[config.mk]
export PLATFORM = sky130hd
export DESIGN_NAME = truth_table_stimulus_seq_flat
export DESIGN_NICKNAME = d
export VERILOG_FILES = /design/src/rtl/truth_table_stimulus_seq_if.sv /design/src/rtl/truth_table_stimulus_seq.sv /design/src/flat_wrapper.sv
export SDC_FILE = /design/constraint.sdc
export NUM_CORES = 1
export LEC_CHECK = 0
export BUFFER_PORTS_ARGS = -buffer_cell sky130_fd_sc_hd__buf_2
export CAP_MARGIN = 10
export CELL_PAD_IN_SITES_DETAIL_PLACEMENT = 1
export CELL_PAD_IN_SITES_GLOBAL_PLACEMENT = 2
export CORE_MARGIN = 2
export CORE_UTILIZATION = 30
export CTS_BUF_LIST = sky130_fd_sc_hd__clkbuf_16
export DETAILED_ROUTE_END_ITERATION = 12
export GPL_ROUTABILITY_DRIVEN = 1
export GPL_TIMING_DRIVEN = 0
export PLACE_DENSITY_LB_ADDON = 0.1
export SETUP_SLACK_MARGIN = 0.05
export SYNTH_ARGS = -nofsm -noshare
export SYNTH_HDL_FRONTEND = slang
export SYNTH_SLANG_ARGS = --single-unit
[constraint.sdc]
create_clock -name i_clk -period 3 [get_ports i_clk]
set_clock_uncertainty 0.05 [all_clocks]
set_input_delay 0.45 -clock i_clk [delete_from_list [all_inputs] [get_ports i_clk]]
set_output_delay 0.45 -clock i_clk [all_outputs]
set_load 0.005 [all_outputs]
[src/rtl/truth_table_stimulus_seq_if.sv]
// Bundle of run-control, row-RAM, pin and result signals of the truth-table drive sequencer.
// The master modport is the sequencer; slave is the RAM/detector/reporting side.
interface truth_table_stimulus_seq_if #(
   parameter int P_CH_NUM   = 16,
   parameter int P_ROW_AW   = 6,
   parameter int P_SETTLE_W = 16,
   parameter int P_CNT_W    = 8
) ();
   logic                    i_start;
   logic [P_ROW_AW:0]       i_row_count;
   logic [P_SETTLE_W-1:0]   i_settle_cycles;
   logic                    i_stop_on_fail;
   logic [P_ROW_AW-1:0]     o_row_addr;
   logic                    o_row_rd;
   logic [P_CH_NUM-1:0]     i_row_stim;
   logic [P_CH_NUM-1:0]     i_row_chk;
   logic [P_CH_NUM-1:0]     o_stim_data;
   logic [P_CH_NUM-1:0]     o_stim_oe;
   logic [P_CH_NUM-1:0]     o_channel_vld;
   logic                    o_check_strobe;
   logic [P_CH_NUM-1:0]     i_detect_vld;
   logic                    o_busy;
   logic                    o_done;
   logic                    o_pass;
   logic [P_ROW_AW-1:0]     o_fail_row;
   logic [P_CH_NUM-1:0]     o_fail_mask;
   logic [P_CNT_W-1:0]      o_fail_cnt;

   modport master (
      input  i_start, i_row_count, i_settle_cycles, i_stop_on_fail,
      input  i_row_stim, i_row_chk, i_detect_vld,
      output o_row_addr, o_row_rd, o_stim_data, o_stim_oe, o_channel_vld,
      output o_check_strobe, o_busy, o_done, o_pass, o_fail_row, o_fail_mask, o_fail_cnt
   );

   modport slave (
      output i_start, i_row_count, i_settle_cycles, i_stop_on_fail,
      output i_row_stim, i_row_chk, i_detect_vld,
      input  o_row_addr, o_row_rd, o_stim_data, o_stim_oe, o_channel_vld,
      input  o_check_strobe, o_busy, o_done, o_pass, o_fail_row, o_fail_mask, o_fail_cnt
   );
endinterface

[src/rtl/truth_table_stimulus_seq.sv]
// Truth-table drive sequencer: reads each row, applies stimulus and drive enables, waits
// the settle time, strobes the detectors and aggregates pass/fail results for reporting.
module truth_table_stimulus_seq #(
   parameter int P_CH_NUM   = 16,
   parameter int P_ROW_AW   = 6,
   parameter int P_SETTLE_W = 16,
   parameter int P_CNT_W    = 8
) (
   input  logic                       i_clk,
   input  logic                       i_rst,
   truth_table_stimulus_seq_if.master bus
);

   typedef enum logic [2:0] {
      S_IDLE   = 3'd0,
      S_READ   = 3'd1,
      S_LATCH  = 3'd2,
      S_SETTLE = 3'd3,
      S_CHECK  = 3'd4,
      S_DONE   = 3'd5
   } state_t;

   localparam logic [P_ROW_AW:0]     LP_ROW_MAX    = {1'b1, {P_ROW_AW{1'b0}}};
   localparam logic [P_ROW_AW:0]     LP_COUNT_ONE  = {{P_ROW_AW{1'b0}}, 1'b1};
   localparam logic [P_ROW_AW-1:0]   LP_IDX_ONE    = {{(P_ROW_AW-1){1'b0}}, 1'b1};
   localparam logic [P_SETTLE_W-1:0] LP_SETTLE_ONE = {{(P_SETTLE_W-1){1'b0}}, 1'b1};
   localparam logic [P_CNT_W-1:0]    LP_CNT_ONE    = {{(P_CNT_W-1){1'b0}}, 1'b1};

   state_t                  state_q;
   logic [P_ROW_AW:0]       row_count_q;
   logic [P_SETTLE_W-1:0]   settle_q;
   logic [P_SETTLE_W-1:0]   settle_cnt_q;
   logic                    stop_q;
   logic [P_ROW_AW-1:0]     row_idx_q;
   logic [P_ROW_AW-1:0]     row_addr_q;
   logic                    row_rd_q;
   logic [P_CH_NUM-1:0]     stim_data_q;
   logic [P_CH_NUM-1:0]     stim_oe_q;
   logic [P_CH_NUM-1:0]     channel_vld_q;
   logic                    check_strobe_q;
   logic                    busy_q;
   logic                    done_q;
   logic                    pass_q;
   logic [P_ROW_AW-1:0]     fail_row_q;
   logic [P_CH_NUM-1:0]     fail_mask_q;
   logic [P_CNT_W-1:0]      fail_cnt_q;

   logic [P_ROW_AW:0]       row_count_d;
   logic [P_ROW_AW-1:0]     row_idx_d;
   logic [P_CNT_W-1:0]      fail_cnt_d;
   logic                    row_fail_s;
   logic                    last_row_s;

   // Counts beyond the table depth are clamped so the row index can never wrap.
   assign row_count_d = (bus.i_row_count > LP_ROW_MAX) ? LP_ROW_MAX : bus.i_row_count;
   assign row_idx_d   = row_idx_q + LP_IDX_ONE;
   assign fail_cnt_d  = (&fail_cnt_q) ? fail_cnt_q : (fail_cnt_q + LP_CNT_ONE);
   assign row_fail_s  = ~(&bus.i_detect_vld);
   assign last_row_s  = ({1'b0, row_idx_q} == (row_count_q - LP_COUNT_ONE));

   // Sequencer FSM; every output is a register updated on the transition into its state.
   always_ff @(posedge i_clk) begin
      if (i_rst) begin
         state_q        <= S_IDLE;
         row_count_q    <= '0;
         settle_q       <= '0;
         settle_cnt_q   <= '0;
         stop_q         <= 1'b0;
         row_idx_q      <= '0;
         row_addr_q     <= '0;
         row_rd_q       <= 1'b0;
         stim_data_q    <= '0;
         stim_oe_q      <= '0;
         channel_vld_q  <= '0;
         check_strobe_q <= 1'b0;
         busy_q         <= 1'b0;
         done_q         <= 1'b0;
         pass_q         <= 1'b1;
         fail_row_q     <= '0;
         fail_mask_q    <= '0;
         fail_cnt_q     <= '0;
      end else begin
         case (state_q)
            S_IDLE: begin
               if (bus.i_start) begin
                  row_count_q <= row_count_d;
                  settle_q    <= bus.i_settle_cycles;
                  stop_q      <= bus.i_stop_on_fail;
                  row_idx_q   <= '0;
                  pass_q      <= 1'b1;
                  fail_row_q  <= '0;
                  fail_mask_q <= '0;
                  fail_cnt_q  <= '0;
                  busy_q      <= 1'b1;
                  if (row_count_d == '0) begin
                     state_q <= S_DONE;
                     done_q  <= 1'b1;
                  end else begin
                     state_q    <= S_READ;
                     row_rd_q   <= 1'b1;
                     row_addr_q <= '0;
                  end
               end
            end
            S_READ: begin
               row_rd_q <= 1'b0;
               state_q  <= S_LATCH;
            end
            S_LATCH: begin
               stim_data_q   <= bus.i_row_stim;
               stim_oe_q     <= ~bus.i_row_chk;
               channel_vld_q <= bus.i_row_chk;
               if (settle_q != '0) begin
                  settle_cnt_q <= settle_q;
                  state_q      <= S_SETTLE;
               end else begin
                  check_strobe_q <= 1'b1;
                  state_q        <= S_CHECK;
               end
            end
            S_SETTLE: begin
               if (settle_cnt_q == LP_SETTLE_ONE) begin
                  check_strobe_q <= 1'b1;
                  state_q        <= S_CHECK;
               end else begin
                  settle_cnt_q <= settle_cnt_q - LP_SETTLE_ONE;
               end
            end
            S_CHECK: begin
               check_strobe_q <= 1'b0;
               if (row_fail_s) begin
                  pass_q     <= 1'b0;
                  fail_cnt_q <= fail_cnt_d;
                  // pass_q still high means this is the first failing row of the run
                  if (pass_q) begin
                     fail_row_q  <= row_idx_q;
                     fail_mask_q <= ~bus.i_detect_vld;
                  end
               end
               if (last_row_s || (row_fail_s && stop_q)) begin
                  state_q <= S_DONE;
                  done_q  <= 1'b1;
               end else begin
                  row_idx_q  <= row_idx_d;
                  row_addr_q <= row_idx_d;
                  row_rd_q   <= 1'b1;
                  state_q    <= S_READ;
               end
            end
            S_DONE: begin
               done_q  <= 1'b0;
               busy_q  <= 1'b0;
               state_q <= S_IDLE;
            end
            default: begin
               row_rd_q       <= 1'b0;
               check_strobe_q <= 1'b0;
               done_q         <= 1'b0;
               busy_q         <= 1'b0;
               state_q        <= S_IDLE;
            end
         endcase
      end
   end

   assign bus.o_row_addr     = row_addr_q;
   assign bus.o_row_rd       = row_rd_q;
   assign bus.o_stim_data    = stim_data_q;
   assign bus.o_stim_oe      = stim_oe_q;
   assign bus.o_channel_vld  = channel_vld_q;
   assign bus.o_check_strobe = check_strobe_q;
   assign bus.o_busy         = busy_q;
   assign bus.o_done         = done_q;
   assign bus.o_pass         = pass_q;
   assign bus.o_fail_row     = fail_row_q;
   assign bus.o_fail_mask    = fail_mask_q;
   assign bus.o_fail_cnt     = fail_cnt_q;

endmodule

[src/flat_wrapper.sv]
// flat-port wrapper written by rule: the top's interface ports become plain ports
module truth_table_stimulus_seq_flat 
#(
   parameter int P_CH_NUM   = 16,
   parameter int P_ROW_AW   = 6,
   parameter int P_SETTLE_W = 16,
   parameter int P_CNT_W    = 8
)
  (i_clk, i_rst, bus_i_start, bus_i_row_count, bus_i_settle_cycles, bus_i_stop_on_fail, bus_i_row_stim, bus_i_row_chk, bus_i_detect_vld, bus_o_row_addr, bus_o_row_rd, bus_o_stim_data, bus_o_stim_oe, bus_o_channel_vld, bus_o_check_strobe, bus_o_busy, bus_o_done, bus_o_pass, bus_o_fail_row, bus_o_fail_mask, bus_o_fail_cnt);
  truth_table_stimulus_seq_if #(.P_CH_NUM(P_CH_NUM), .P_ROW_AW(P_ROW_AW), .P_SETTLE_W(P_SETTLE_W), .P_CNT_W(P_CNT_W)) bus_i ();
  input  logic i_clk;
  input  logic i_rst;
  input wire logic [$bits(bus_i.i_start)-1:0] bus_i_start;
  input wire logic [$bits(bus_i.i_row_count)-1:0] bus_i_row_count;
  input wire logic [$bits(bus_i.i_settle_cycles)-1:0] bus_i_settle_cycles;
  input wire logic [$bits(bus_i.i_stop_on_fail)-1:0] bus_i_stop_on_fail;
  input wire logic [$bits(bus_i.i_row_stim)-1:0] bus_i_row_stim;
  input wire logic [$bits(bus_i.i_row_chk)-1:0] bus_i_row_chk;
  input wire logic [$bits(bus_i.i_detect_vld)-1:0] bus_i_detect_vld;
  output wire logic [$bits(bus_i.o_row_addr)-1:0] bus_o_row_addr;
  output wire logic [$bits(bus_i.o_row_rd)-1:0] bus_o_row_rd;
  output wire logic [$bits(bus_i.o_stim_data)-1:0] bus_o_stim_data;
  output wire logic [$bits(bus_i.o_stim_oe)-1:0] bus_o_stim_oe;
  output wire logic [$bits(bus_i.o_channel_vld)-1:0] bus_o_channel_vld;
  output wire logic [$bits(bus_i.o_check_strobe)-1:0] bus_o_check_strobe;
  output wire logic [$bits(bus_i.o_busy)-1:0] bus_o_busy;
  output wire logic [$bits(bus_i.o_done)-1:0] bus_o_done;
  output wire logic [$bits(bus_i.o_pass)-1:0] bus_o_pass;
  output wire logic [$bits(bus_i.o_fail_row)-1:0] bus_o_fail_row;
  output wire logic [$bits(bus_i.o_fail_mask)-1:0] bus_o_fail_mask;
  output wire logic [$bits(bus_i.o_fail_cnt)-1:0] bus_o_fail_cnt;
  assign bus_i.i_start = bus_i_start;
  assign bus_i.i_row_count = bus_i_row_count;
  assign bus_i.i_settle_cycles = bus_i_settle_cycles;
  assign bus_i.i_stop_on_fail = bus_i_stop_on_fail;
  assign bus_i.i_row_stim = bus_i_row_stim;
  assign bus_i.i_row_chk = bus_i_row_chk;
  assign bus_i.i_detect_vld = bus_i_detect_vld;
  assign bus_o_row_addr = bus_i.o_row_addr;
  assign bus_o_row_rd = bus_i.o_row_rd;
  assign bus_o_stim_data = bus_i.o_stim_data;
  assign bus_o_stim_oe = bus_i.o_stim_oe;
  assign bus_o_channel_vld = bus_i.o_channel_vld;
  assign bus_o_check_strobe = bus_i.o_check_strobe;
  assign bus_o_busy = bus_i.o_busy;
  assign bus_o_done = bus_i.o_done;
  assign bus_o_pass = bus_i.o_pass;
  assign bus_o_fail_row = bus_i.o_fail_row;
  assign bus_o_fail_mask = bus_i.o_fail_mask;
  assign bus_o_fail_cnt = bus_i.o_fail_cnt;
  truth_table_stimulus_seq #(.P_CH_NUM(P_CH_NUM), .P_ROW_AW(P_ROW_AW), .P_SETTLE_W(P_SETTLE_W), .P_CNT_W(P_CNT_W)) u_core (.i_clk(i_clk), .i_rst(i_rst), .bus(bus_i));
endmodule
Word-level counts from Yosys, hierarchy flattened
Cells that the tools add are included.
W data, S select, Z words.
- $add $sub $neg: 4
- $lt $le $gt $ge: 1
- eq/ne operators: 19
- mux-type cells: 42
- bitwise operators: 7
- reduce and logical (&&, ||, !) cells: 25
- operators with widths (operator ; count):
    $mux W16 ; 5
    $pmux W16 S2 ; 2
    $mux W6 ; 6
    $pmux W6 S2 ; 3
    $not A16 Y16 ; 2
    $mux W8 ; 3
    $reduce_and A4 Y1 ; 5
    $eq A16 B1 Y1 const B ; 1
    $pmux W8 S2 ; 1
    $reduce_and A16 Y1 ; 1
    $reduce_bool A16 Y1 ; 1
    $sub A16 B1 Y16 const B ; 1
    $mux W3 ; 5
    $pmux W3 S5 ; 1
    $ne A2 B2 Y1 const B ; 7
    $reduce_and A3 Y1 ; 4
    $mux W1 ; 10
    $ne A2 B1 Y1 const B ; 5
    $pmux W1 S3 ; 3
    $reduce_or A3 Y1 ; 3
    $add A8 B1 Y8 const B ; 1
    $reduce_and A8 Y1 ; 1
    $eq A6 B7 Y1 ; 1
    $gt A7 B7 Y1 const B ; 1
    other kinds (15) ; 25
- bits in registers: 138
- input bits: 75
- output and inout bits: 89
- word-level logic and storage cells: 116

Logic depth before layout (Yosys ltp)
Gate-level depths: netlist (run 1).
- word-level depth: 6
- gate-level depth with buffers: 9

Worst setup path after synthesis (run 1)
No wires, ideal clock.
- path kind: reg-to-reg
- start point: register u_core.row_count_q[0]
- end point: register u_core.row_idx_q[0]
- arrival: 1.955 ns
- slack: 0.879 ns
- cell stages (with the launch flop): 10
- buffers on the path: 1
- cell sequence: dfxtp_1 -> inv_1 -> ha_1 -> o21ba_1 -> a221oi_2 -> a41oi_2 -> o311ai_4 -> buf_4 -> nor3_1 -> a31o_1
- longest elaborated chain between the ends: 5
- ends and longest elaborated chain (item ; line ; RTL):
    start: declaration ; truth_table_stimulus_seq.sv:30 ; logic [P_ROW_AW:0] row_count_q;
    start signal: assignment ; truth_table_stimulus_seq.sv:86 ; row_count_q <= row_count_d;
    $sub A7 B1 Y7 ; truth_table_stimulus_seq.sv:59 ; assign last_row_s = ({1'b0, row_idx_q} == (row_count_q - LP_COUNT_ONE));
    $eq A6 B7 Y1 ; truth_table_stimulus_seq.sv:59 ;
    $logic_or A1 B1 Y1 ; truth_table_stimulus_seq.sv:140 ; if (last_row_s || (row_fail_s && stop_q)) begin
    $ne A2 B2 Y1 (no source line) ; n/a ;
    $reduce_and A3 Y1 (no source line) ; n/a ;
    end signal: assignment ; truth_table_stimulus_seq.sv:144 ; row_idx_q <= row_idx_d;
    end: declaration ; truth_table_stimulus_seq.sv:34 ; logic [P_ROW_AW-1:0] row_idx_q;
No other way between the ends.
A chain may end at the register's enable or synchronous reset.

Worst setup path after layout (run 1)
- start point: register u_core.row_count_q[0]
- end point: register u_core.row_addr_q[2], in the netlist u_core.bus.o_row_addr[2]
- longest elaborated chain between the ends: 5
- ends and longest elaborated chain (item ; line ; RTL):
    $sub A7 B1 Y7 ; truth_table_stimulus_seq.sv:59 ;
    $eq A6 B7 Y1 ; truth_table_stimulus_seq.sv:59 ;
    $logic_or A1 B1 Y1 ; truth_table_stimulus_seq.sv:140 ;
    $ne A2 B2 Y1 (no source line) ; n/a ;
    $reduce_and A4 Y1 (no source line) ; n/a ;
    end signal: assignment ; truth_table_stimulus_seq.sv:145 ; row_addr_q <= row_idx_d;
    end: declaration ; truth_table_stimulus_seq.sv:35 ; logic [P_ROW_AW-1:0] row_addr_q;
No other way between the ends.

==> results of run 1 <==
-- placed cells by master (no fill, tap or decap), types with 9 or more instances in the layout --
cell type | synthesis | layout
sky130_fd_sc_hd__nand4_1 | 9 | 9
sky130_fd_sc_hd__clkbuf_16 | 0 | 17
sky130_fd_sc_hd__xor2_1 | 11 | 11
sky130_fd_sc_hd__nand3_1 | 11 | 11
sky130_fd_sc_hd__a2bb2oi_1 | 18 | 18
sky130_fd_sc_hd__a22oi_1 | 13 | 13
sky130_fd_sc_hd__buf_2 | 10 | 172
sky130_fd_sc_hd__dfxtp_1 | 138 | 138
sky130_fd_sc_hd__nand2_1 | 115 | 115
sky130_fd_sc_hd__a21oi_1 | 87 | 87
sky130_fd_sc_hd__o21ai_0 | 33 | 33
sky130_fd_sc_hd__clkbuf_1 | 31 | 31
sky130_fd_sc_hd__nor2_1 | 96 | 96
-- state kept, by name (all words and copies together) (netlist names), 3 cells and up --
name / flops
u_core.bus.o_stim_data: 16
u_core.bus.o_fail_row: 6
u_core.state_q: 3
u_core.bus.o_stim_oe: 16
u_core.row_idx_q: 6
u_core.settle_q: 16
u_core.bus.o_fail_mask: 16
u_core.row_count_q: 7
u_core.bus.o_channel_vld: 16
u_core.bus.o_fail_cnt: 8
u_core.bus.o_row_addr: 6
u_core.settle_cnt_q: 16
-- area by class of cell --
cell class,count,area [sq um],share of cell area (%)
flip-flops and latches,138,2760,36.8
clock buffers,17,425,5.66
well taps,260,325,4.33
inverters,7,26.3,0.350
clock inverters,15,169,2.25
repair buffers,162,811,10.8
multi-input cells,509,2810,37.4
plain buffers,45,189,2.51
-- worst min-delay path by stage --
stage                                        start                       end  slack (ns)  cells after the start
after detailed placement  u_core.bus.o_row_addr[0]  u_core.bus.o_row_addr[0]        0.39                      1
after CTS                   bus_i_settle_cycles[1]        u_core.settle_q[1]        0.20                      3
after global placement    u_core.bus.o_row_addr[0]  u_core.bus.o_row_addr[0]        0.38                      1
final                       bus_i_settle_cycles[1]        u_core.settle_q[1]        0.21                      3
after global routing        bus_i_settle_cycles[0]        u_core.settle_q[0]        0.21                      3
after floorplan                      u_core.stop_q             u_core.stop_q        0.38                      2
-- where the power goes --
group / leakage (nW) / internal [mW] / switching (mW)
logic: 1.73 / 0.520 / 0.929
clock network: 0.299 / 1.20 / 0.948
registers: 1.12 / 2.05 / 0.168
total: 3.15 / 3.77 / 2.04
-- logic make-up after synthesis --
logic type	count (synthesis)	synth area share, %
simple gates	297	23.9
compound gates	188	20.6
flops	138	47.7
buf+inv	52	3.72
xor+xnor	18	2.72
fa+ha+maj	5	1.08
mux	1	0.173
-- metal layers --
| layer | wire, microns | vias up |
|---|---|---|
| met5 | 13 | - |
| met4 | 290 | 2 |
| met3 | 960 | 25 |
| met2 | 9760 | 110 |
| met1 | 8630 | 2768 |
| li1 | - | 2801 |
-- through the flow --
stage	hold WS, ns	setup slack (ns)	util, %
3_3_place_gp	0.384	0.636	36.8
3_5_place_dp	0.389	0.571	36.8
6_report	0.214	0.531	39.9
2_1_floorplan	0.381	0.879	-
4_1_cts	0.198	0.535	39.9
5_1_grt	0.212	0.335	39.9
-- critical path, stage by stage (launching register included) --
cell,delay (ns)
sky130_fd_sc_hd__dfxtp_1,0.41
sky130_fd_sc_hd__inv_1,0.08
sky130_fd_sc_hd__ha_1,0.27
sky130_fd_sc_hd__o21ba_1,0.21
sky130_fd_sc_hd__a221oi_2,0.30
sky130_fd_sc_hd__a41oi_2,0.11
sky130_fd_sc_hd__o311ai_4,0.37
sky130_fd_sc_hd__buf_4,0.25
sky130_fd_sc_hd__a2bb2oi_1,0.18
sky130_fd_sc_hd__a21oi_1,0.09
==> results_dict.tcl, run 1 <==
set metrics [dict create \
    rsz0062_at_grt "no" \
    critical_path.reg2reg.endpoint "u_core.bus.o_row_addr[2]" \
    mapped_cell_area_sq_um 5790 \
    drt_first_iter_violations 189 \
    power-per-cell-area_nw_per_um2 773 \
    r2r-start "u_core.row_count_q[0]" \
    fin_crit_sh_pct 82.3 \
    detail-route-antenna-nets 0 \
    synth_nets 779 \
    postPlaceCellArea_sq_um 6920 \
    die_area_sq_um 20400 \
    fraction_of_final_layout_cells_sized_beyond_drive_strength_1_pct 24.5 \
    postSynthCellCount 699 \
    ys_seq_area_share_pct 47.7 \
    track_usage_pct 19.8 \
    synthArstFlopShare_pct 0 \
    synth_most_common_cell "sky130_fd_sc_hd__dfxtp_1" \
    clk_pin_slew_worst_paths_ns 0.07 \
    r2r_cells 9 \
    report.power.total_mw 5.81 \
    detailedPlacementHpwl_microns 15100 \
    port_buffers 162 \
    first_global_vias 6021 \
    startpoint_type "flop" \
    post_synth_most_frequent_cells "sky130_fd_sc_hd__dfxtp_1, sky130_fd_sc_hd__nand2_1, sky130_fd_sc_hd__nor2_1" \
    cts_max_path_buffers 2 \
    ir_drop_uv 374 \
    yosysWarnings 0 \
    routed_via_density 4.95 \
    layoutNonFillerInstCount 1153 \
    use_met1_pct 23.7 \
    io_pins 164 \
    slew-limit-headroom_pct 44.6 \
    gr-max-usage-layer "met2" \
    synth_largest_type_area_fraction_pct 47.7 \
    endpoint "u_core.bus.o_row_addr[2]" \
    groute.layer.met3.usage_pct 5.33 \
    cts_inserted_buffers 17 \
    overflow 0 \
    synth_edf_count 0 \
    worst_skew_pair.late_latency_ns 0.42 \
    grt_util_met2_pct 34.8 \
    timing.final.max_slew_violations 0 \
    status "finished clean" \
    totalWireLength_microns 19700 \
    average_size_of_a_mapped_cell_sq_um 8.28 \
    required_ns 3.22 \
    fin_setup_tns_ns 0 \
    cts_tree "yes" \
    cts_setup_buffers 0 \
    cp-startpoint "u_core.row_count_q[0]" \
    synth_top_cell_by_area "sky130_fd_sc_hd__dfxtp_1" \
    final_cell_area_sq_um 7520 \
    antenna_found_initial 1 \
    synth_cell_type_count 59 \
    pin_count_of_the_biggest_net_entering_global_routing 17 \
    gpl.final_weighted_congestion 0.813 \
    initial_utilization_pct 30.7 \
    floorplan.die.height_microns 143 \
    place_inst 1121 \
    antenna_diodes 0 \
    type_of_the_worst_setup_path "reg -> reg" \
    ys_dominant_reg_cell "sky130_fd_sc_hd__dfxtp_1" \
    htree_levels 4 \
    detail_route.drc_violations 0 \
    power_leakage_nw 3.15 \
    nFillCells 2331 \
    ff2ff_setup_slack_ns 0.53 \
    hold_viol 0 \
    hold_path_class "in -> reg" \
    synth_seq_cells 138 \
    final_nets 960 \
    cts_repair_resize_count 0 \
    synth.area.top_cells "sky130_fd_sc_hd__dfxtp_1, sky130_fd_sc_hd__a21oi_1, sky130_fd_sc_hd__nand2_1, sky130_fd_sc_hd__nor2_1, sky130_fd_sc_hd__o21ai_0" \
    cts_root_buf "sky130_fd_sc_hd__clkbuf_16" \
    max_freq_mhz 405 \
    numClockSinks 138 \
    die-width_microns 143 \
    category_of_the_worst_setup_path_capture_point "flop" \
    core_area_sq_um 18800 \
    detailed_router_iteration_count_before_antenna_repair 4 \
    critical_path_peak_fanout 10 \
    post-route-min-period_ns 2.47 \
    rows 50 \
    drv.max_cap_violation_count 0 \
    postCtsHoldBufs 0 \
    tightest_slew_ns 0.824 \
    routedWlPerCell_microns 17.0 \
    post_synthesis_to_final_layout_area_growth_pct 29.9 \
    route.vias.total 5706 \
    report.final.setup_viol 0 \
    grt_first_pass_wirelength_microns 31600 \
    crit_arrival_ns 2.69 \
]
Note: power is estimated with default switching activity, not from simulation.
==> run 2: changes to the inputs <==
Clock period 3 ns to 2.6 ns, I/O delays scaled along.
==> run 2 against run 1 <==
Effect of this change:
- worst hold slack got worse by 0.061 ns
- highest routed layer unchanged
- total power up 15%
- setup slack got worse by 0.29 ns
==> results_dict.tcl, run 2 (same netlist as run 1, synthesis figures left out) <==
set metrics [dict create \
    antenna_diodes 0 \
    status "finished clean" \
    detail-route-antenna-nets 0 \
    initial_utilization_pct 30.7 \
    overflow 0 \
    antenna_found_initial 1 \
    power-per-cell-area_nw_per_um2 891 \
    worst_skew_pair.late_latency_ns 0.42 \
    area_of_the_multi_input_gates_sq_um 2810 \
    final_nets 961 \
    ir_drop_uv 433 \
    layout.cells.most_common_list "sky130_fd_sc_hd__buf_2, sky130_fd_sc_hd__dfxtp_1, sky130_fd_sc_hd__nand2_1, sky130_fd_sc_hd__nor2_1, sky130_fd_sc_hd__a21oi_1" \
    layout.cells.most_common "sky130_fd_sc_hd__buf_2" \
    post_synthesis_to_final_layout_area_growth_pct 30.1 \
    postPlaceCellArea_sq_um 6920 \
    type_of_the_worst_setup_path "reg -> reg" \
    cts_tree "yes" \
    nFillCells 2330 \
    drv.max_cap_violation_count 0 \
    fin_crit_sh_pct 90.8 \
    report.final.setup_viol 0 \
    layoutNonFillerInstCount 1154 \
    cts_inserted_buffers 17 \
    routedWlPerCell_microns 17.0 \
    core_area_sq_um 18800 \
    gpl.final_weighted_congestion 0.813 \
    postCtsHoldBufs 0 \
    numClockSinks 138 \
    cts_root_buf "sky130_fd_sc_hd__clkbuf_16" \
    category_of_the_worst_setup_path_capture_point "flop" \
    seq_area_sq_um 2760 \
    io_pins 164 \
    rsz0062_at_grt "no" \
    power_switching_mw 2.36 \
    hold_path_class "in -> reg" \
    grt_first_pass_wirelength_microns 31600 \
    required_ns 2.83 \
    post-route-min-period_ns 2.36 \
    die-width_microns 143 \
    seq_power_share_pct 38.2 \
    power_leakage_nw 3.16 \
    clock_power_share_pct 36.9 \
    combinationalPowerShare_pct 25.0 \
    first_global_vias 6021 \
    fin_setup_tns_ns 0 \
    rows 50 \
    drt_first_iter_violations 181 \
    tightest_slew_ns 0.803 \
    timing.final.max_slew_violations 0 \
    fraction_of_final_layout_cells_sized_beyond_drive_strength_1_pct 24.8 \
    totalWireLength_microns 19700 \
    route.vias.total 5703 \
    hold_viol 0 \
    cts_max_path_buffers 2 \
    final_cell_area_sq_um 7530 \
    swShare_pct 35.1 \
    detail_route.drc_violations 0 \
    startpoint_type "flop" \
    clk_pin_slew_worst_paths_ns 0.07 \
    htree_levels 4 \
    place_inst 1121 \
    critical_path_peak_fanout 10 \
    port_buffers 162 \
    detailed_router_iteration_count_before_antenna_repair 4 \
    internal_power_component_mw 4.35 \
    floorplan.die.height_microns 143 \
    track_usage_pct 19.8 \
    die_area_sq_um 20400 \
    max_freq_mhz 424 \
    routed_via_density 4.94 \
    crit_arrival_ns 2.59 \
    slew-limit-headroom_pct 46.0 \
    detailedPlacementHpwl_microns 15100 \
    pin_count_of_the_biggest_net_entering_global_routing 17 \
]
==> run 2: worst paths after layout <==
kind                                                from                       end  slack, ns  cells past startpoint
worst min register to register  u_core.bus.o_row_addr[0]  u_core.bus.o_row_addr[0]       0.40                      1
worst min-delay path              bus_i_settle_cycles[1]        u_core.settle_q[1]       0.15                      3
worst max-delay path               u_core.row_count_q[1]  u_core.bus.o_row_addr[2]       0.24                      9
worst max register to register     u_core.row_count_q[1]  u_core.bus.o_row_addr[2]       0.24                      9
==> run 2: worst max-delay path: stages (launching register included) <==
cell and delay [ns]:
sky130_fd_sc_hd__dfxtp_1 0.38, sky130_fd_sc_hd__inv_1 0.07, sky130_fd_sc_hd__ha_1 0.25, sky130_fd_sc_hd__o21ba_1 0.21, sky130_fd_sc_hd__a221oi_2 0.30, sky130_fd_sc_hd__a41oi_2 0.11, sky130_fd_sc_hd__o311ai_4 0.34, sky130_fd_sc_hd__buf_4 0.23
sky130_fd_sc_hd__a2bb2oi_1 0.18, sky130_fd_sc_hd__a21oi_1 0.08
==> run 2: layout make-up <==
cell class,instances,area share (%)
Timing Repair Buffer,163,10.9
Sequential cell,138,36.7
Tap cell,260,4.32
Inverter,7,0.349
Clock inverter,15,2.24
Buffer,45,2.53
Multi-Input combinational cell,509,37.3
Clock buffer,17,5.65
==> run 2: what timing repair did <==
| item | CTS | global route |
|---|---|---|
| setup buffers | 0 | 1 |
| gates resized for setup | 0 | 4 |
| endpoints found under the setup margin | 0 | 6 |
==> run 2: power groups by stage <==
| stage | Sequential [mW] | Combinational, mW | Clock [mW] |
|---|---|---|---|
| 6_report | 2.56 | 1.68 | 2.47 |
| 5_1_grt | 2.60 | 1.89 | 2.64 |
| 4_1_cts | 2.56 | 1.69 | 2.54 |
| 3_5_place_dp | 2.61 | 1.69 | 0 |
| 3_3_place_gp | 2.60 | 1.65 | 0 |
| 2_1_floorplan | 2.57 | 1.04 | 0 |
==> run 2: layer usage <==
metal,routed length (microns),GRT usage (%)
met5,13,0
met4,252,5.68
met3,952,5.33
met2,9790,34.8
met1,8650,23.7
==> run 2: stage by stage <==
stage | setup slack (ns) | power [mW] | hold slack, ns | utilization, %
floorplan | 0.479 | 3.61 | 0.381 | -
global placement | 0.236 | 4.24 | 0.384 | 36.8
detailed placement | 0.171 | 4.29 | 0.389 | 36.8
CTS | 0.135 | 6.80 | 0.138 | 39.9
global route | 0.0724 | 7.13 | 0.152 | 40.0
finish | 0.239 | 6.71 | 0.153 | 40.0
==> run 3: changes to the inputs <==
Settings changed: CORE_UTILIZATION 30 to 31, CTS_BUF_LIST sky130_fd_sc_hd__clkbuf_16 to sky130_fd_sc_hd__clkbuf_4.
==> run 3 against run 2 <==
Effect of this change:
- register-to-register slack is essentially flat
- combinational power rose by 3%
- clock power decreased by 40%
- core utilization is 2.1 points higher
- fmax down 0.26%
- largest power group unchanged
- sequential power about the same
==> results_dict.tcl, run 3 (same netlist as run 1, synthesis figures left out) <==
set metrics [dict create \
    hold_viol 0 \
    timing.final.max_slew_violations 0 \
    report.final.setup_viol 0 \
    combinationalPowerShare_pct 30.0 \
    pin_count_of_the_biggest_net_entering_global_routing 17 \
    slowest_stage "sky130_fd_sc_hd__dfxtp_2" \
    detail_route.drc_violations 0 \
    ir_drop_uv 330 \
    core_area_sq_um 18100 \
    die-width_microns 141 \
    die_area_sq_um 19800 \
    critical-path-max-stage-delay_ns 0.40 \
    overflow 0 \
    crit_arrival_ns 2.76 \
    drt_first_iter_violations 241 \
    cts_tree "yes" \
    drv.max_cap_violation_count 0 \
    slew-limit-headroom_pct 44.0 \
    cts_inserted_buffers 17 \
    fraction_of_final_layout_cells_sized_beyond_drive_strength_1_pct 23.7 \
    floorplan.die.height_microns 141 \
    tightest_slew_ns 0.832 \
    gpl.final_weighted_congestion 0.802 \
    use_met1_pct 24.0 \
    route.vias.total 5928 \
    groute.layer.met3.usage_pct 4.76 \
    clk_pin_slew_worst_paths_ns 0.13 \
    antenna_found_initial 1 \
    initial_utilization_pct 31.9 \
    clock_power_share_pct 25.7 \
    post_synthesis_to_final_layout_area_growth_pct 32.0 \
    nFillCells 2241 \
    report.power.total_mw 5.78 \
    final_nets 1005 \
    power_switching_mw 2.16 \
    power_leakage_nw 3.20 \
    detailed_router_iteration_count_before_antenna_repair 4 \
    worst_skew_pair.late_latency_ns 0.54 \
    track_usage_pct 20.3 \
    critical_path_peak_fanout 10 \
    totalWireLength_microns 20000 \
    type_of_the_worst_setup_path "reg -> reg" \
    swShare_pct 37.4 \
    post-route-min-period_ns 2.37 \
    required_ns 2.99 \
    status "finished clean" \
    seq_power_share_pct 44.3 \
    internal_power_component_mw 3.62 \
    detail-route-antenna-nets 0 \
    routed_via_density 5.07 \
    detailedPlacementHpwl_microns 14900 \
    fin_setup_tns_ns 0 \
    routedWlPerCell_microns 17.1 \
    layout.cells.most_common "sky130_fd_sc_hd__buf_2" \
    gr-max-usage-layer "met2" \
    max_freq_mhz 422 \
    numClockSinks 138 \
    first_global_vias 6284 \
    io_pins 164 \
    grt_first_pass_wirelength_microns 31900 \
    category_of_the_worst_setup_path_capture_point "flop" \
    cts_max_path_buffers 2 \
    layout.cells.most_common_list "sky130_fd_sc_hd__buf_2, sky130_fd_sc_hd__dfxtp_1, sky130_fd_sc_hd__nand2_1, sky130_fd_sc_hd__nor2_1, sky130_fd_sc_hd__a21oi_1" \
    startpoint_type "flop" \
    timing.critical_path.cells "inv_1 > ha_1 > o21ba_1 > a221oi_2 > a41oi_2 > o311ai_4 > buf_4 > nor3_1 > a31o_1" \
    power-per-cell-area_nw_per_um2 756 \
    htree_levels 4 \
    hold_path_class "in -> reg" \
    rsz0062_at_grt "yes" \
    port_buffers 162 \
    fin_crit_sh_pct 91.0 \
    grt_util_met2_pct 36.4 \
    rows 49 \
    cts_root_buf "sky130_fd_sc_hd__clkbuf_4" \
]
run 3: repair_timing:
| action | 4_1_cts | 5_1_grt |
|---|---|---|
| hold endpoints to repair | 44 | 1 |
| setup buffers | 0 | 1 |
| hold buffers | 43 | 1 |
| endpoints found under the setup margin | 0 | 7 |
| gates resized for setup | 0 | 3 |
run 3: worst max-delay path, delay by kind of cell, from the launching register on:
| family | cells | cell delay [ns] |
|---|---|---|
| compound gates | 5 | 1.18 |
| buf+inv | 2 | 0.30 |
| flops | 1 | 0.40 |
| fa+ha+maj | 1 | 0.27 |
| simple gates | 1 | 0.08 |
run 3: path summary, 6_finish.rpt:
check,start,to,slack (ns),cells past startpoint
worst max register to register,u_core.row_count_q[0],u_core.row_idx_q[0],0.23,9
worst max-delay path,u_core.row_count_q[0],u_core.row_idx_q[0],0.23,9
worst min-delay path,bus_i_settle_cycles[13],u_core.settle_q[13],0.06,3
worst min register to register,u_core.bus.o_channel_vld[0],u_core.bus.o_channel_vld[0],0.41,2
run 3: final cells by class:
type                    count  area [sq um]  area share (%)
diodes                      2          5.00          0.0655
multi-input cells         509          2810            36.8
well taps                 229           287            3.75
clock inverters            14           164            2.15
inverters                   7          26.3           0.344
plain buffers              45           190            2.49
clock buffers              18           135            1.77
repair buffers            207          1260            16.5
flip-flops and latches    138          2760            36.2
run 3: through the flow:
step	hold slack, ns	setup slack [ns]	util, %	instance area (sq um)	std cells
floorplan	0.381	0.479	-	5790	699
global route	0.00504	0.0432	42.1	7640	1169
global placement	0.384	0.252	37.9	6880	1090
finish	0.0622	0.233	42.1	7640	1169
CTS	0.00104	0.174	42.0	7610	1165
detailed placement	0.398	0.195	37.9	6880	1090
run 3: per-layer routing:
layer	vias to the layer above	wire, microns	share of wire (%)
met4	0	170	0.85
met2	122	10100	51
li1	2890	-	-
met3	14	885	4.4
met1	2902	8820	44
met5	-	0	0
run 3: power by group through the flow:
stage,registers [mW],clock network (mW),logic [mW]
detailed placement,2.61,0,1.68
finish,2.56,1.49,1.73
floorplan,2.57,0,1.04
global route,2.60,1.62,1.94
CTS,2.56,1.54,1.74
global placement,2.60,0,1.64
